==> src/rtl/seg_pkg.sv <==
// Shared types and constants for the seven-segment display controller:
// FSM state encoding, segment codes and the double-dabble step helper.
package seg_pkg;

  typedef enum logic [1:0] {
    ST_IDLE    = 2'd0,
    ST_CONVERT = 2'd1,
    ST_DONE    = 2'd2
  } state_t;

  localparam int BCD_DIGITS = 4;
  localparam int ITERATIONS = 16;

  // Active-low segment patterns, bit order {g,f,e,d,c,b,a}
  localparam logic [6:0] SEG_BLANK = 7'h7F;
  localparam logic [6:0] SEG_DASH  = 7'b0111111;
  localparam logic [6:0] SEG_0     = 7'b1000000;
  localparam logic [6:0] SEG_1     = 7'b1111001;
  localparam logic [6:0] SEG_2     = 7'b0100100;
  localparam logic [6:0] SEG_3     = 7'b0110000;
  localparam logic [6:0] SEG_4     = 7'b0011001;
  localparam logic [6:0] SEG_5     = 7'b0010010;
  localparam logic [6:0] SEG_6     = 7'b0000010;
  localparam logic [6:0] SEG_7     = 7'b1111000;
  localparam logic [6:0] SEG_8     = 7'b0000000;
  localparam logic [6:0] SEG_9     = 7'b0010000;

  // Digit code table; non-decimal nibbles render as blank
  function automatic logic [6:0] seg_code(input logic [3:0] d);
    logic [6:0] s;
    case (d)
      4'd0:    s = SEG_0;
      4'd1:    s = SEG_1;
      4'd2:    s = SEG_2;
      4'd3:    s = SEG_3;
      4'd4:    s = SEG_4;
      4'd5:    s = SEG_5;
      4'd6:    s = SEG_6;
      4'd7:    s = SEG_7;
      4'd8:    s = SEG_8;
      4'd9:    s = SEG_9;
      default: s = SEG_BLANK;
    endcase
    return s;
  endfunction

  // One shift-add-3 iteration over the {bcd[15:0], bin[15:0]} shifter:
  // correct every BCD nibble >= 5, then shift the whole word left by one.
  function automatic logic [31:0] dabble_step(input logic [31:0] s);
    logic [31:0] t;
    t = s;
    for (int i = 0; i < BCD_DIGITS; i++) begin
      if (t[16+4*i +: 4] >= 4'd5) begin
        t[16+4*i +: 4] = t[16+4*i +: 4] + 4'd3;
      end
    end
    return {t[30:0], 1'b0};
  endfunction

endpackage

==> src/rtl/seg7_decode.sv <==
// Combinational BCD-to-seven-segment decoder (active-low) with dash and
// blank overrides. Dash wins over blank so overflow shows on every digit.
module seg7_decode
  import seg_pkg::*;
(
  input  logic [3:0] bcd_i,
  input  logic       blank_i,
  input  logic       dash_i,
  output logic [6:0] seg_o
);

  // Select override pattern or table lookup
  always_comb begin
    seg_o = seg_code(bcd_i);
    if (dash_i) begin
      seg_o = SEG_DASH;
    end else if (blank_i) begin
      seg_o = SEG_BLANK;
    end
  end

endmodule

==> src/rtl/seg_display_ctrl.sv <==
// Four-digit seven-segment controller: converts a 16-bit binary value to
// BCD by double-dabble (one iteration per clock), commits the digits to a
// display register and scans them onto a common-anode display with
// leading-zero blanking and overflow dashes.
//
// Handshake: load_i is a single-cycle strobe, accepted only in IDLE or DONE
// (value_i sampled on that edge); it is silently dropped while busy_o is
// high. done_o pulses for exactly the one cycle after the final iteration,
// and the display register already holds the new digits in that cycle.
module seg_display_ctrl
  import seg_pkg::*;
#(
  parameter int REFRESH_DIV = 100000
) (
  input  logic        clk,
  input  logic        rst,
  input  logic [15:0] value_i,
  input  logic        load_i,
  output logic        busy_o,
  output logic        done_o,
  output logic [3:0]  an_o,
  output logic [6:0]  seg_o
);

  localparam int CNT_W  = $clog2(REFRESH_DIV);
  localparam int ITER_W = $clog2(ITERATIONS + 1);
  localparam logic [CNT_W-1:0]  REF_LAST  = CNT_W'(REFRESH_DIV - 1);
  localparam logic [ITER_W-1:0] ITER_LAST = ITER_W'(ITERATIONS - 1);

  state_t              r_state;
  logic                r_busy;
  logic                r_done;
  logic [31:0]         r_shift;
  logic [ITER_W-1:0]   r_iter;
  logic                r_ovf;
  logic [15:0]         r_disp;
  logic                r_disp_ovf;
  logic [CNT_W-1:0]    r_refresh;
  logic [1:0]          r_idx;

  logic [31:0]         w_shift_next;
  logic [3:0]          w_digit;
  logic                w_blank;
  logic [3:0]          w_an;

  assign w_shift_next = dabble_step(r_shift);

  // Conversion FSM; also owns the committed display register
  always_ff @(posedge clk or posedge rst) begin
    if (rst) begin
      r_state    <= ST_IDLE;
      r_busy     <= 1'b0;
      r_done     <= 1'b0;
      r_shift    <= 32'd0;
      r_iter     <= '0;
      r_ovf      <= 1'b0;
      r_disp     <= 16'd0;
      r_disp_ovf <= 1'b0;
    end else begin
      case (r_state)
        ST_IDLE, ST_DONE: begin
          r_done <= 1'b0;
          if (load_i) begin
            r_state <= ST_CONVERT;
            r_busy  <= 1'b1;
            r_shift <= {16'd0, value_i};
            r_iter  <= '0;
            r_ovf   <= (value_i > 16'd9999);
          end else begin
            r_state <= ST_IDLE;
          end
        end
        ST_CONVERT: begin
          r_shift <= w_shift_next;
          r_iter  <= r_iter + 1'b1;
          if (r_iter == ITER_LAST) begin
            r_state    <= ST_DONE;
            r_busy     <= 1'b0;
            r_done     <= 1'b1;
            r_disp     <= w_shift_next[31:16];
            r_disp_ovf <= r_ovf;
          end
        end
        default: begin
          r_state <= ST_IDLE;
          r_busy  <= 1'b0;
          r_done  <= 1'b0;
        end
      endcase
    end
  end

  // Free-running scan: advance the digit index each time the divider wraps
  always_ff @(posedge clk or posedge rst) begin
    if (rst) begin
      r_refresh <= '0;
      r_idx     <= 2'd0;
    end else if (r_refresh == REF_LAST) begin
      r_refresh <= '0;
      r_idx     <= r_idx + 2'd1;
    end else begin
      r_refresh <= r_refresh + 1'b1;
    end
  end

  // Digit mux, leading-zero blank detect and anode select
  always_comb begin
    w_digit = r_disp[3:0];
    w_blank = 1'b0;
    case (r_idx)
      2'd0: begin
        w_digit = r_disp[3:0];
        w_blank = 1'b0;
      end
      2'd1: begin
        w_digit = r_disp[7:4];
        w_blank = (r_disp[15:4] == 12'd0);
      end
      2'd2: begin
        w_digit = r_disp[11:8];
        w_blank = (r_disp[15:8] == 8'd0);
      end
      default: begin
        w_digit = r_disp[15:12];
        w_blank = (r_disp[15:12] == 4'd0);
      end
    endcase
    w_an = ~(4'b0001 << r_idx);
  end

  seg7_decode u_decode (
    .bcd_i   (w_digit),
    .blank_i (w_blank),
    .dash_i  (r_disp_ovf),
    .seg_o   (seg_o)
  );

  assign busy_o = r_busy;
  assign done_o = r_done;
  assign an_o   = w_an;

endmodule
==> config.mk <==
export PLATFORM = sky130hd
export DESIGN_NAME = seg_display_ctrl
export DESIGN_NICKNAME = d
export VERILOG_FILES = /design/src/rtl/seg_pkg.sv /design/src/rtl/seg7_decode.sv /design/src/rtl/seg_display_ctrl.sv
export SDC_FILE = /design/constraint.sdc
export NUM_CORES = 1
export LEC_CHECK = 0
export BUFFER_PORTS_ARGS = -buffer_cell sky130_fd_sc_hd__clkbuf_2
export CAP_MARGIN = 20
export CORE_UTILIZATION = 35
export DETAILED_ROUTE_END_ITERATION = 6
export GPL_TIMING_DRIVEN = 0
export PLACE_DENSITY = 0.52
export SLEW_MARGIN = 20
export SYNTH_ARGS = -nofsm -noshare
export SYNTH_HDL_FRONTEND = slang
export SYNTH_HIERARCHICAL = 1
export SYNTH_SLANG_ARGS = --single-unit
==> constraint.sdc <==
create_clock -name clk -period 3.1 [get_ports clk]
set_input_delay 0.62 -clock clk [delete_from_list [all_inputs] [get_ports clk]]
set_output_delay 0.62 -clock clk [all_outputs]
set_load 0.03 [all_outputs]
## Yosys cells after proc, flatten, opt, wreduce, memory -nomap -nowiden

Memory sizes are Yosys's and may differ from the RTL's.
Index checks and enable logic that the tools add are counted.

- Magnitude comparators: 5
- Reduce and logical (&&, ||, !) cells: 11
- Equal/unequal tests: 8
- Add/sub/neg operators: 7
- Shift-type cells: 1
- Bitwise operators: 1
- Multipliers: 0
- Mux-type cells: 21
- Div/mod/pow operators: 0

Operators with widths:

| operator | number |
|---|---|
| 32-bit one-hot mux with 2 select lines | 1 |
| 32-bit 2-to-1 mux | 1 |
| 17-bit by 1-bit adder with 17-bit output (second input constant) | 1 |
| 17-bit == test (second input constant) | 1 |
| 17-bit 2-to-1 mux | 1 |
| 4-bit by 3-bit >= comparator with 1-bit output (second input constant) | 4 |
| 16-bit by 14-bit > comparator with 1-bit output (second input constant) | 1 |
| 7-bit 2-to-1 mux | 2 |
| 4-bit by 2-bit adder with 4-bit output (second input constant) | 3 |
| 12-bit zero test | 1 |
| 4-bit 2-to-1 mux | 3 |
| 4-bit one-hot mux with 3 select lines | 1 |
| 5-bit one-hot mux with 2 select lines | 1 |
| 8-bit zero test | 1 |
| 2-bit AND reduction | 4 |
| 5-bit by 1-bit adder with 5-bit output (second input constant) | 1 |
| 5-bit by 4-bit == test with 1-bit output (second input constant) | 1 |
| 1-bit 2-to-1 mux | 5 |
| 5-bit 2-to-1 mux | 1 |
| 2-bit by 1-bit == test with 1-bit output (second input constant) | 2 |
| 2-bit == test (second input constant) | 2 |
| 2-bit zero test | 2 |
| 4-bit zero test | 1 |
| 2-bit != test (second input constant) | 2 |
| other kinds (11) | 11 |

- Bits in latches: 0
- Input port bits: 19
- Register bits after elaboration: 78
- Output and inout port bits: 13
- Memory bits (read-only): 112
- Memory bits (writable): 0
- Word-level logic and storage cells: 65
- Memories kept: 1

Memory list:

| name | depth | width | read ports | clocked after memory_dff | wr ports | line | source |
|---|---|---|---|---|---|---|---|
| (no name shown) | 16 | 7 | 1 | 0 | 0 | seg_pkg.sv:31 | `case (d)` |

## Depth between registers and ports, before layout

Gate-level depths: netlist of the first run.
An unclocked memory read counts as a cell.

- Word-level depth: 5
- Depth in mapped cells: 9
- Gate-level depth less buffers: 9

## Modules after synthesis

The synthesis of the first run kept the hierarchy.

By module, submodules not included:

| module | cells each | sequential area each (um^2) | instances | area an instance (um^2) |
|---|---|---|---|---|
| seg_display_ctrl | 368 | 1951.9 | 1 | 3751.1 |
| seg7_decode | 30 | 0.0 | 1 | 231.5 |

## Least setup slack after synthesis of the first run

OpenSTA, ideal clock, no wires.

- Path type: register -> output
- Start point: reg r_idx[1]
- End point: out seg_o[6]
- Buffers on the path: 0
- Arrival: 2.424 ns
- Cell stages (with the launch flop): 9
- Slack: 0.056 ns
- Data required time: 2.480 ns
- Path through: dfrtp_1 -> inv_1 -> ha_1 -> or4b_1 -> o21ai_0 -> a21oi_1 -> nor2_1 -> nor3_1 -> nor3_1

- Elaborated cells between the ends (all ways): 8
- Those cells by class: eq/ne (2); mux (4); reduce/logical (1); memory (1)

RTL lines:

| element | line | source |
|---|---|---|
| start: declaration | seg_display_ctrl.sv:39 | `logic [1:0] r_idx;` |
| start signal: assignment | seg_display_ctrl.sv:100 | `r_idx <= r_idx + 2'd1;` |
| 2-bit == test, or another cell as far along | seg_display_ctrl.sv:110 | `case (r_idx)` |
| 1-bit one-hot mux with 3 select lines (*) | seg_display_ctrl.sv:110 |  |
| named net w_blank | seg_display_ctrl.sv:43 | `logic w_blank;` |
| 7-bit 2-to-1 mux (*) | seg7_decode.sv:17 | `end else if (blank_i) begin` |
| 7-bit 2-to-1 mux (*) | seg7_decode.sv:15 | `if (dash_i) begin` |
| end: declaration | seg_display_ctrl.sv:22 | `output logic [6:0] seg_o` |

The timed path passes the listed nets; every way through them passes the cells marked *.

## Worst setup path in the final report of the first run

- Start point: reg r_idx[0]
- End point: out seg_o[3]

- Longest elaborated chain between the ends: 5
- Elaborated cells between the ends (all ways): 8
- Those cells by class: eq/ne (2); mux (4); reduce/logical (1); memory (1)

Ends and longest elaborated chain:

| element | line | source |
|---|---|---|
| 2-bit == test, or another cell as far along | seg_display_ctrl.sv:110 |  |
| 4-bit one-hot mux with 3 select lines (*) | seg_display_ctrl.sv:110 |  |
| named net w_digit[0] | seg_display_ctrl.sv:42 | `logic [3:0] w_digit;` |
| memory read 16 x 7 bit (*) | -- |  |
| 7-bit 2-to-1 mux (*) | seg7_decode.sv:17 |  |
| 7-bit 2-to-1 mux (*) | seg7_decode.sv:15 |  |

Marks and branches as above.

==> run summary, run 1 <==
The met3 global-route usage came out at 1.97%. The largest vdd supply drop came out at around 640 uV. The total grt overflow came out at 0. The length in cells of the worst reg-to-reg path came out at 6. The largest total area in the synthesized netlist belongs to sky130_fd_sc_hd__dfrtp_1.

The met1 demand-to-capacity share in global routing came out at between 20 and 25%. The mean instance size in the synthesized netlist came out at approximately 10 um^2. The final critical-path share of the clock period came out at a little over nine tenths. Measured on the finished design, the core utilization comes to between 40% and 50%.

The H-tree generated during clock tree synthesis spans 3 levels. After synthesis, the largest family of logic cells by area is simple AND/OR/NAND/NOR gates. The gate count after technology mapping came out at approximately 400. The synthesized-area fraction occupied by xor and xnor cells is under 10%. After synthesis, the cell types taking the most area are sky130_fd_sc_hd__dfrtp_1 (49%), sky130_fd_sc_hd__ha_1 (6.6%), sky130_fd_sc_hd__nand2_1 (5.9%). The worst flop-to-flop path endpoint is r_disp[1].

The final layout contains about 500 nets. The number of port buffers is 31. The tightest slew margin relative to the limit came out at around 70%. After synthesis, the largest area contributor takes up between 40% and 50% of total cell area. The final number of hold-violating endpoints is 0.

The worst setup slack after placement came out at 0.157 ns. The multi-input gate area in the final layout came out at 1970 um^2. The floorplan has 38 rows.

The path class of the tightest hold or removal check is input pin to async pin. The setup violation total in the final timing report came out at 0. The final weighted congestion in routability-driven placement is roughly 0.76. The aggregate routed wire length is about 8.5 mm. The maximum number of buffers from clock root to sink is 2. The kind of cell with the highest combined delay along the critical path is compound AO/OA/AOI/OAI gates.

The static power due to leakage is around 2.2 nW. Global routing used between 20 and 25% of the available met2 tracks. The initial core utilization is a little over a third. The area occupied by registers came out at about 2000 um^2.

In the post-route analysis, the smallest setup slack over all paths is ~0.032 ns. The first global-routing pass estimated around 14 mm of wire. At the worst endpoint, the required time is roughly 2.5 ns. The total DRC errors in the routed layout came out at 0. After the first detailed-routing iteration, the DRC count stood at between 150 and 200.

The layer flagged by global routing as most heavily used is met2. The via count of the first global-routing pass came out at between 2000 and 3000. The total track usage is between 15 and 20%. The insertion delay of the later-clocked pin in the worst-skew pair is approximately 0.33 ns. The maximum number of pins on one net before global-route repair came out at 53. The run finished with clean final reports.

Measured along the y axis, the die boundary spans 109 um. The area enclosed by the die boundary is around 12000 um^2. The arithmetic-cell share of the synthesized area counting full adders, half adders and majority gates is about 6.6%. The clock input transition at the sequential cells of the worst setup and hold paths is approximately 0.060 ns. After clock tree synthesis, the flow added hold-fix buffers numbering 0. Clock tree synthesis selected as its root buffer the cell sky130_fd_sc_hd__clkbuf_16. For the worst setup path, the data arrival time is about 2.5 ns. The accumulated negative setup slack came out at 0 ns.

The largest fanout of any net on the critical path came out at 5. The count of buffer and inverter cells on the critical path is 3. The initial antenna violation count came out at 0. The number of register bits inferred by synthesis came out at 78. The post-synthesis sequential area ratio came out at about half. In this run the count of I/O pins placed on the die edge is 32.

The layout has roughly 1100 filler cells. The wire-length estimate of the detail-placed layout is between 5 and 6 mm. The number of buffers created by CTS is 9. The power per cell area is slightly above 900 nW/um^2.

The horizontal die dimension came out at 109 um. The peak clock frequency supported by timing came out at between 0.3 and 0.4 GHz. The wire length per cell came out at 14.4 um.

In this run the remaining antenna-violating nets after routing total 0. Among the stages of the critical path, the cell type that occurs most often is sky130_fd_sc_hd__buf_4. The mux cell area share after synthesis is approximately 4.6%.

The number of sinks driven by the clock tree came out at 78. For this run, asynchronously set or reset flops after synthesis account for 100%. The type of destination of the critical path is an output pin. The post-synthesis compound-gate area fraction is 13.5%. The commonest cells after synthesis are sky130_fd_sc_hd__dfrtp_1 (78), sky130_fd_sc_hd__nand2_1 (63), sky130_fd_sc_hd__o21ai_0 (38). The first detailed-routing pass took 5 iterations. The final critical delay including setup and external delays is 3.07 ns. The highest-delay cell along the critical path is sky130_fd_sc_hd__dfrtp_2. Among all flip-flop cells after synthesis, the most frequent one is sky130_fd_sc_hd__dfrtp_1. The count of synthesis-stage warnings from yosys came out at 6. The type of element launching the critical path is a flip-flop.

The area overhead of the layout relative to synthesis came out at 20.0%. The placed standard-cell area came out at between 4000 and 5000 um^2. The share of final-layout standard cells stronger than drive strength 1 came out at 22.2%.

The worst-case clock skew came out at ~0.004 ns. After detailed routing, the number of vias per cell comes to slightly above 5. The cell area after technology mapping came out at between 3000 and 4000 um^2.

Synthesis instantiated 46 different standard cells from the library. TritonCTS built the clock tree. The number of diodes added for antenna fixing is 0. The peak per-stage delay on the critical path came out at roughly 0.43 ns. Setup repair after global routing could not meet its margin everywhere. The total count of max-transition violations in the final report came out at 0. For the pin with the worst max-slew slack, the measured transition is 0.458 ns.

In this run the critical register-to-register path is launched from r_iter[0]. The net count of the mapped netlist is roughly 440. The finished layout cell area is 4780 um^2. The type of the worst setup path is flip-flop to output pin.

The via count is a little over 3000. The simple-gate portion of the synthesized area came out at between 10% and 20%. The setup check on the worst reg-to-reg path leaves a slack of 1.09 ns. The critical path goes through inv_4 > ha_4 > a222oi_1 > mux2i_1 > buf_4 > ha_1 > o21ai_0 > o21ai_1 > buf_4.

The leading cell type by number of instances after synthesis is sky130_fd_sc_hd__dfrtp_1. The area of the core region is between 10000 and 15000 um^2. The number of enable-type register cells in the synthesized netlist is 0. The count of max-cap constraint violations is 0.
==> repair_timing <==
item / CTS / global route
setup buffers: 5 / 3
setup endpoints to repair: 7 / 7
hold endpoints to repair: 0 / 0
resized for setup: 23 / 19
pin swaps: 3 / 10
==> sequential cells by signal, summed over array words and instances (netlist names) <==
name / flops
done_o: 1
r_iter: 5
r_shift: 32
r_ovf: 1
r_disp_ovf: 1
r_disp: 16
r_idx: 2
busy_o: 1
r_refresh: 17
r_state: 2
==> layer usage <==
metal / vias to the layer above / share of wire (%)
met3: 12 / 3.3
met2: 67 / 46
met1: 1456 / 48
li1: 1487 / -
met5: - / 0
met4: 0 / 2.0
==> where the power goes <==
part / switching [W] / internal, W
clock: 0.000373 / 0.000552
combinational: 0.00108 / 0.000796
sequential: 0.000284 / 0.00137
==> worst max-delay path by stage <==
stage | from | endpoint | slack (ns) | depth (start not counted)
floorplan | r_idx[1] | seg_o[6] | 0.06 | 8
global placement | rst | r_disp[13] | -0.53 | 2
detailed placement | r_idx[1] | seg_o[3] | 0.16 | 9
CTS | r_idx[0] | seg_o[3] | 0.0006 | 9
global route | r_idx[0] | seg_o[3] | -0.09 | 10
finish | r_idx[0] | seg_o[3] | 0.03 | 9
==> worst register-to-register path, cell delays in order (launching register included) <==
cell and delay [ns]:
sky130_fd_sc_hd__dfrtp_1 0.41, sky130_fd_sc_hd__ha_1 0.23, sky130_fd_sc_hd__and3_1 0.19, sky130_fd_sc_hd__ha_1 0.23, sky130_fd_sc_hd__nand2_1 0.20, sky130_fd_sc_hd__clkinv_1 0.29
sky130_fd_sc_hd__mux2_2 0.35
==> cell families after synthesis <==
logic type,after synthesis
and+or+nand+nor,138
adders and majority gates,21
muxes,17
AOI/OAI and AO/OA,86
xor gates and xnor gates,19
DFF,78
buffers and inverters,39
==> placed cells by master (no fill, tap or decap), drive strengths merged, types with 2 or more instances in the layout <==
cell type,netlist,layout
a211oi,2,2
a21oi,15,15
a222oi,4,4
a22o,8,8
a22oi,15,15
and3,4,4
and4,2,2
buf,11,26
clkbuf,4,40
clkinv,1,3
dfrtp,78,78
ha,21,21
inv,23,23
mux2,10,10
mux2i,7,7
nand2,63,63
nand2b,7,7
nand3,12,12
nand4,6,6
nor2,17,17
nor2b,3,3
nor3,8,8
nor3b,7,7
nor4,4,4
nor4b,2,2
o21ai,39,39
xnor2,14,14
xor2,5,5
==> stage by stage <==
stage | hold WS (ns) | total power (W) | cells
detailed placement | 0.468 | 0.00341 | 570
global placement | 0.461 | 0.00334 | 569
floorplan | 0.446 | 0.00292 | 398
CTS | 0.270 | 0.00442 | 589
global route | 0.297 | 0.00481 | 591
finish | 0.262 | 0.00445 | 591
==> layout make-up <==
type | instances | area share (%)
sequential | 78 | 40.9
tap | 140 | 3.66
multi-input combinational | 281 | 41.1
buffer | 14 | 1.60
timing repair buffer | 40 | 5.39
inverter | 24 | 1.99
clock buffer | 12 | 5.16
clock inverter | 2 | 0.209
Note: power is estimated with default switching activity, not from simulation.
==> run 2, diff against run 1 <==
clock period = 3.75 ns   (was 3.1 ns; I/O delays follow)
==> run 2 against run 1 <==
Against the previous run: non-clock buffer count decreased by 7; clock skew about the same; die area unchanged; sequential share of layout area increased by 1.6 points; critical path depth unchanged; sequential cell count unchanged; largest cell class is now sequential cells; register-to-register slack improved by 0.66 ns; clock power decreased by 17%.
==> run summary, run 2 (synthesis results as in run 1) <==
The setup fix buffers added after clock tree synthesis is 0. The final number of hold-violating endpoints was 0. The critical path is of the flip-flop to output pin type.

The register-to-register setup slack is roughly 1.8 ns. The number of logic stages on the critical path including buffering is 9. The routed layout has 2960 vias. The largest vdd supply drop came out at around 440 uV. On the critical path, the stage with the largest delay is an instance of sky130_fd_sc_hd__or4b_1. The first global-routing pass estimated 14.4 mm of wire. The final weighted congestion in routability-driven placement came out at roughly 0.76.

Walking the worst path, the cells encountered are inv_1 > ha_1 > or4b_1 > o21ai_0 > a21oi_1 > nor2_1 > nor3_1 > nor3_1 > clkbuf_2. The total of cells resized after clock tree synthesis is 0. The library cells used most frequently in the layout, excluding fill and tap cells, are sky130_fd_sc_hd__dfrtp_1 (78), sky130_fd_sc_hd__nand2_1 (63), sky130_fd_sc_hd__o21ai_0 (38). The largest fanout of any net on the critical path came out at 6.

The total track usage is 15.9%. The number of diodes added for antenna fixing is 0. The leading cell type in the layout, fill and taps excluded is sky130_fd_sc_hd__dfrtp_1. The path class of the tightest hold or removal check is input pin to async pin. The length in cells of the worst reg-to-reg path is 6. The power per cell area is a little under 800 nW/um^2. For this design, the sink count on the clock tree is roughly 80. The largest registers in the layout are r_shift (32), r_refresh (17), r_disp (16). The part of the power in registers came out at 38.3%.

The horizontal die dimension came out at 109 um. The analysis attributes to net switching a power of between 0.001 and 0.0015 W. The via count of the first global-routing pass came out at between 2000 and 3000. In this run the remaining antenna-violating nets after routing total 0. Measured against its own limit, the worst slew margin works out to 66.9%.

The floorplan step defined a die boundary enclosing 11800 um^2. Setup repair after global routing left no endpoint under its margin. The number of buffers created by CTS is 9. The initial antenna violation count is 0. The count of buffer and inverter cells on the critical path came out at 2. The cell that appears most often on the critical path is sky130_fd_sc_hd__nor3_1. The critical path starts at r_idx[1]. The half-perimeter wire length after placement is approximately 6.0 mm. The wire length per cell came out at between 10 and 15 um. The final layout net count is approximately 480. The aggregate routed wire length came out at 8.28 mm.

The final critical delay including setup and external delays is 3.42 ns. The static power due to leakage is ~2.1 nW. The site row count is 38. Cell internal power was estimated by the tool at between 0.002 and 0.0025 W. Dividing the final minimum period by the clock period gives 91.1%. STA classifies the critical path startpoint as a flip-flop.

The maximum number of buffers from clock root to sink came out at 2. In this run the number of H-tree levels came out at 3. The area overhead of the layout relative to synthesis is 15.5%. The portion of total power attributed to the clock network is about a fifth.

The area of the core region came out at 11000 um^2. After global routing the overflow that remains totals 0. The insertion delay of the later-clocked pin in the worst-skew pair came out at around 0.33 ns.

At the pin with the least slew margin, the transition time is 0.483 ns. The peak per-stage delay on the critical path is about 0.44 ns. Data on the critical path is required at its endpoint by around 3.0 ns.

Setup violations remaining at the end of the flow were counted as 0. The relative contribution of combinational cells to total power is 40.3%. The worst hold margin is a little under 0.4 ns. The share of final-layout standard cells stronger than drive strength 1 came out at between 15 and 20%. The startpoint identified for the worst register-to-register timing path is r_iter[0]. The placed standard-cell area is about 4300 um^2. The via density per instance came out at approximately 5.1. The register with the most flip-flops in the final layout is r_shift. The critical path arrival is approximately 2.7 ns. The number of hold buffers added after CTS is 0. For this configuration, the core starts out at a cell density of between 30% and 40%. Derived from the worst setup path, the maximum achievable clock frequency is between 0.2 and 0.3 GHz. The count of max-cap constraint violations came out at 0.

The number of DRC markers after the initial detailed-route iteration came out at 158. The worst flop-to-flop path endpoint is r_disp[5]. Between clock sinks in the finished design, the worst skew comes to between 0.004 and 0.005 ns. The maximum number of pins on one net before global-route repair is between 50 and 60. CTS placed an instance of sky130_fd_sc_hd__clkbuf_16 at the clock tree root. The critical path ends at seg_o[6]. Grouping stages by cell kind, the critical path spends the most delay in simple AND/OR/NAND/NOR gates. The run finished with clean final reports. The switching share of power came out at approximately two fifths.

After routing, the total negative slack on setup checks comes to 0 ns. The clock tree from TritonCTS is built. The number of top-level pins is 32.

With fillers left out, the area of the finished cells amounts to approximately 4600 um^2. STA classifies the critical path endpoint as an output pin. After detailed routing, the number of remaining DRC violations is 0.

The clock input transition at the sequential cells of the worst setup and hold paths came out at approximately 0.060 ns. The number of detailed-route iterations in the first pass came out at 4. The register with the most flip-flops in the layout has 32 of them. The total count of max-transition violations in the final report is 0. The number of port buffers came out at 31.

In this run the vertical extent of the chip is around 110 um. The total power consumption of the routed design came out at about 0.0036 W.
[run 2: worst min path at each step]
stage	cells after the start	startpoint	slack [ns]	to
floorplan	2	r_shift[10]	0.45	r_shift[10]
global placement	2	r_shift[14]	0.46	r_shift[14]
detailed placement	2	r_shift[4]	0.47	r_shift[4]
CTS	2	rst	0.40	r_refresh[4]
global route	2	rst	0.43	r_refresh[4]
finish	2	rst	0.39	r_refresh[4]
[run 2: per-layer routing]
layer,up-vias,track usage (%),routed length (um)
li1,1474,-,-
met1,1426,21.9,4150
met2,48,24.7,3740
met3,12,1.97,220
met4,0,7.53,168
met5,-,0,0
[run 2: final cells by class]
| class | count | area (um^2) |
|---|---|---|
| Buffer | 15 | 80.1 |
| Clock buffer | 12 | 246 |
| Clock inverter | 2 | 10.0 |
| Fill cell | 1067 | 6380 |
| Inverter | 24 | 92.6 |
| Multi-Input combinational cell | 281 | 1860 |
| Sequential cell | 78 | 1950 |
| Tap cell | 140 | 175 |
| Timing Repair Buffer | 32 | 183 |
[run 2: power groups by stage]
stage / logic, W / registers [W] / clock network (W)
after floorplan: 0.00110 / 0.00132 / 0
after global placement: 0.00139 / 0.00137 / 0
after detailed placement: 0.00145 / 0.00138 / 0
after CTS: 0.00145 / 0.00137 / 0.000787
after global routing: 0.00163 / 0.00141 / 0.000814
final: 0.00143 / 0.00136 / 0.000764
[run 2: worst register-to-register path, delay by kind of cell, from the launching register on]
family	cells	cell delay, ns
fa+ha+maj	2	0.46
flops	1	0.41
simple gates	2	0.39
mux	1	0.35
buf+inv	1	0.28
[run 2: per-stage QoR]
stage / util, % / setup slack, ns / std cells
finish: 41.9 / 0.334 / 584
global route: 41.9 / 0.110 / 584
CTS: 41.9 / 0.299 / 584
detailed placement: 39.5 / 0.677 / 570
global placement: 39.3 / -0.0140 / 569
floorplan: - / 0.576 / 398
==> run 3, diff against run 2 <==
PLACE_DENSITY = 0.62   (was 0.52)
==> run 3 against run 2 <==
Against the previous run: worst hold slack gained 0.059 ns; final cell count is 0.34% higher; core utilization rose by 0.44 points; critical path type unchanged; critical endpoint unchanged; largest cell class unchanged; highest routed layer unchanged.
==> run summary, run 3 (synthesis results as in run 1) <==
The total power consumption of the routed design came out at approximately 0.0037 W. The required time at the endpoint of the critical path came out at roughly 3.0 ns. The part of the power in registers is 37.2%. The largest registers in the layout are r_shift (32), r_refresh (17), r_disp (16). The clock tree synthesis step divided the H-tree into 3 levels. Routability-driven placement finished with a final weighted congestion of ~0.75. The floorplan has 38 rows.

The number of antenna diodes in the final layout is 0. The count of max-cap constraint violations is 0. The number of clock buffers added by TritonCTS is 9.

The slew at the pin with the worst max-slew slack is roughly 0.48 ns. The design internal power came out at approximately 0.0023 W. Once the clock tree was built, the setup fixing pass inserted 0 buffers.

The number of detailed-route iterations in the first pass is 5. Net switching is between 30% and 40% of the power. The final number of hold-violating endpoints is 0. The multi-input gate area in the final layout came out at between 1500 and 2000 um^2. The peak clock frequency supported by timing is a little under 0.3 GHz. Across every metal layer, demand over resource in global routing totals ~15%. The total grt overflow is 0.

The type of the worst setup path is flip-flop to output pin. r_shift holds more flip-flops than any other register. The maximum number of pins on one net before global-route repair came out at 41. The clock passes through at most 2 buffers. The area of the core region came out at ~11000 um^2.

The initial antenna violation count came out at 0. Clock latency on the worst-skew pair, taken at its later pin, is around 0.33 ns. Counting every sink on the clock net gives 78. The peak per-stage delay on the critical path came out at 0.44 ns. The relative contribution of combinational cells to total power is 38.7%. The horizontal die dimension came out at about 110 um. The share of final-layout standard cells stronger than drive strength 1 is ~17%.

The total count of max-transition violations in the final report came out at 0. The largest fanout of any net on the critical path is 6. During placement, the flow inserted port buffers numbering 31. The worst path meets setup with around 0.32 ns of slack. On the critical path, the stage with the largest delay is an instance of sky130_fd_sc_hd__or4b_1. The clock tree from TritonCTS is built. The most frequent cell on the critical path is sky130_fd_sc_hd__nor3_1. The first-pass GRT wire length came out at 13.9 mm.

The routed design has 7.91 mm of wire. Setup repair after global routing left no endpoint under its margin. The initial utilization of the core area, before any placement, comes to 36.3%. The worst hold margin is about 0.45 ns. The net switching power came out at 0.00139 W.

The area occupied by registers is around 2000 um^2. Hold repair after CTS inserted 0 buffers. The portion of total power attributed to the clock network is between 20% and 30%.

The via count came out at between 2000 and 3000. The half-perimeter wire length after placement is around 5.7 mm. The via density per instance is 5.07. Traced cell by cell, the critical path runs through inv_1 > ha_1 > or4b_1 > o21ai_0 > a21oi_1 > nor2_1 > nor3_1 > nor3_1 > clkbuf_2. The via count of the first global-routing pass is a little under 3000.

The library cell used as clock root buffer is sky130_fd_sc_hd__clkbuf_16. The tightest slew margin relative to the limit is around two thirds. The min-delay analysis places its worst path in the category input pin to async pin. The height of the die came out at between 100 and 150 um.

The placed standard-cell area came out at between 4000 and 5000 um^2. The remaining antenna violation count came out at 0. Fill cells in the final layout number 1066. The worst setup path is captured at an output pin. The setup violation total in the final timing report is 0. The worst setup slack after placement is around 0.7 ns. The number of DRC markers after the initial detailed-route iteration came out at ~160. The area overhead of the layout relative to synthesis is 16.7%. The type of element launching the critical path is a flip-flop. The final critical delay including setup and external delays is 3.43 ns. The number of top-level pins came out at 32. Post-CTS repair changed the size of 0 cells.

The startpoint identified for the worst register-to-register timing path is r_iter[0]. The register-to-register setup slack is ~1.8 ns. The number of flip-flops in the largest register came out at 32. The power per cell area is approximately 790 nW/um^2. The critical path arrival is 2.68 ns.

The top cell types in the final layout, fill and taps aside, are sky130_fd_sc_hd__dfrtp_1 (78), sky130_fd_sc_hd__nand2_1 (63), sky130_fd_sc_hd__o21ai_0 (38). The largest vdd supply drop is roughly 370 uV. After detailed routing, the average wire length per cell comes to about 13 um. The area enclosed by the die boundary is 11800 um^2. The static power due to leakage is 2.16 nW. The flow ran to the end, and the final reports show no timing, DRC or antenna violations. The worst-case clock skew came out at approximately 0.010 ns. Summed over all failing endpoints, the final setup total negative slack is 0 ns.

The worst register-to-register path ends at r_disp[5]. The leading cell type in the layout, fill and taps excluded is sky130_fd_sc_hd__dfrtp_1. The length in cells of the worst reg-to-reg path is 6.

Summing all non-filler instances in the final layout gives an area of around 4600 um^2. Clock-pin slew was measured on the worst setup and hold paths at roughly 0.050 ns. The final critical-path share of the clock period is approximately 91%. The most critical setup path has its startpoint at r_idx[1].

The final layout net count came out at between 400 and 500. After detailed routing, the number of remaining DRC violations is 0.
run 3: cell types whose count changed in the layout (fill, tap and decap cells not counted), sizes merged:
cell,delta
bufinv,+1
clkbuf,+2
clkinv,-1
run 3: cell type report:
| cell class | count | area share (%) |
|---|---|---|
| inverters | 24 | 1.99 |
| flip-flops and latches | 78 | 42.0 |
| plain buffers | 15 | 1.72 |
| repair buffers | 32 | 3.77 |
| multi-input cells | 281 | 40.0 |
| clock buffers | 14 | 5.90 |
| well taps | 140 | 3.77 |
| clock inverters | 2 | 0.834 |
run 3: power by group through the flow:
stage | sequential, W | clock [W] | combinational [W]
2_1_floorplan | 0.00132 | 0 | 0.00110
3_3_place_gp | 0.00136 | 0 | 0.00137
3_5_place_dp | 0.00138 | 0 | 0.00142
4_1_cts | 0.00136 | 0.000909 | 0.00143
5_1_grt | 0.00141 | 0.000939 | 0.00162
6_report | 0.00137 | 0.000889 | 0.00142
run 3: worst max-delay path by stage:
stage / end / cells after the start
3_5_place_dp: seg_o[6] / 9
2_1_floorplan: seg_o[6] / 8
6_report: seg_o[6] / 9
4_1_cts: seg_o[6] / 9
5_1_grt: seg_o[6] / 9
3_3_place_gp: r_shift[29] / 2
run 3: worst max-delay path, delay by kind of cell (launching register included):
kind	cells	cell delay (ns)
AOI/OAI and AO/OA	2	0.27
and+or+nand+nor	4	1.08
adders and majority gates	1	0.26
DFF	1	0.42
buffers and inverters	2	0.33
run 3: per-stage QoR:
stage	instances	utilization, %
floorplan	398	-
global placement	569	39.3
detailed placement	570	39.5
CTS	586	42.3
global route	586	42.3
finish	586	42.3
run 3: metal layers:
| layer | global-route usage [%] | up-vias | part of all wire (%) |
|---|---|---|---|
| met5 | 0 | - | 0 |
| met4 | 5.60 | 0 | 1.0 |
| met3 | 2.33 | 8 | 3.4 |
| met2 | 23.4 | 51 | 45 |
| met1 | 21.1 | 1432 | 51 |
| li1 | - | 1481 | - |
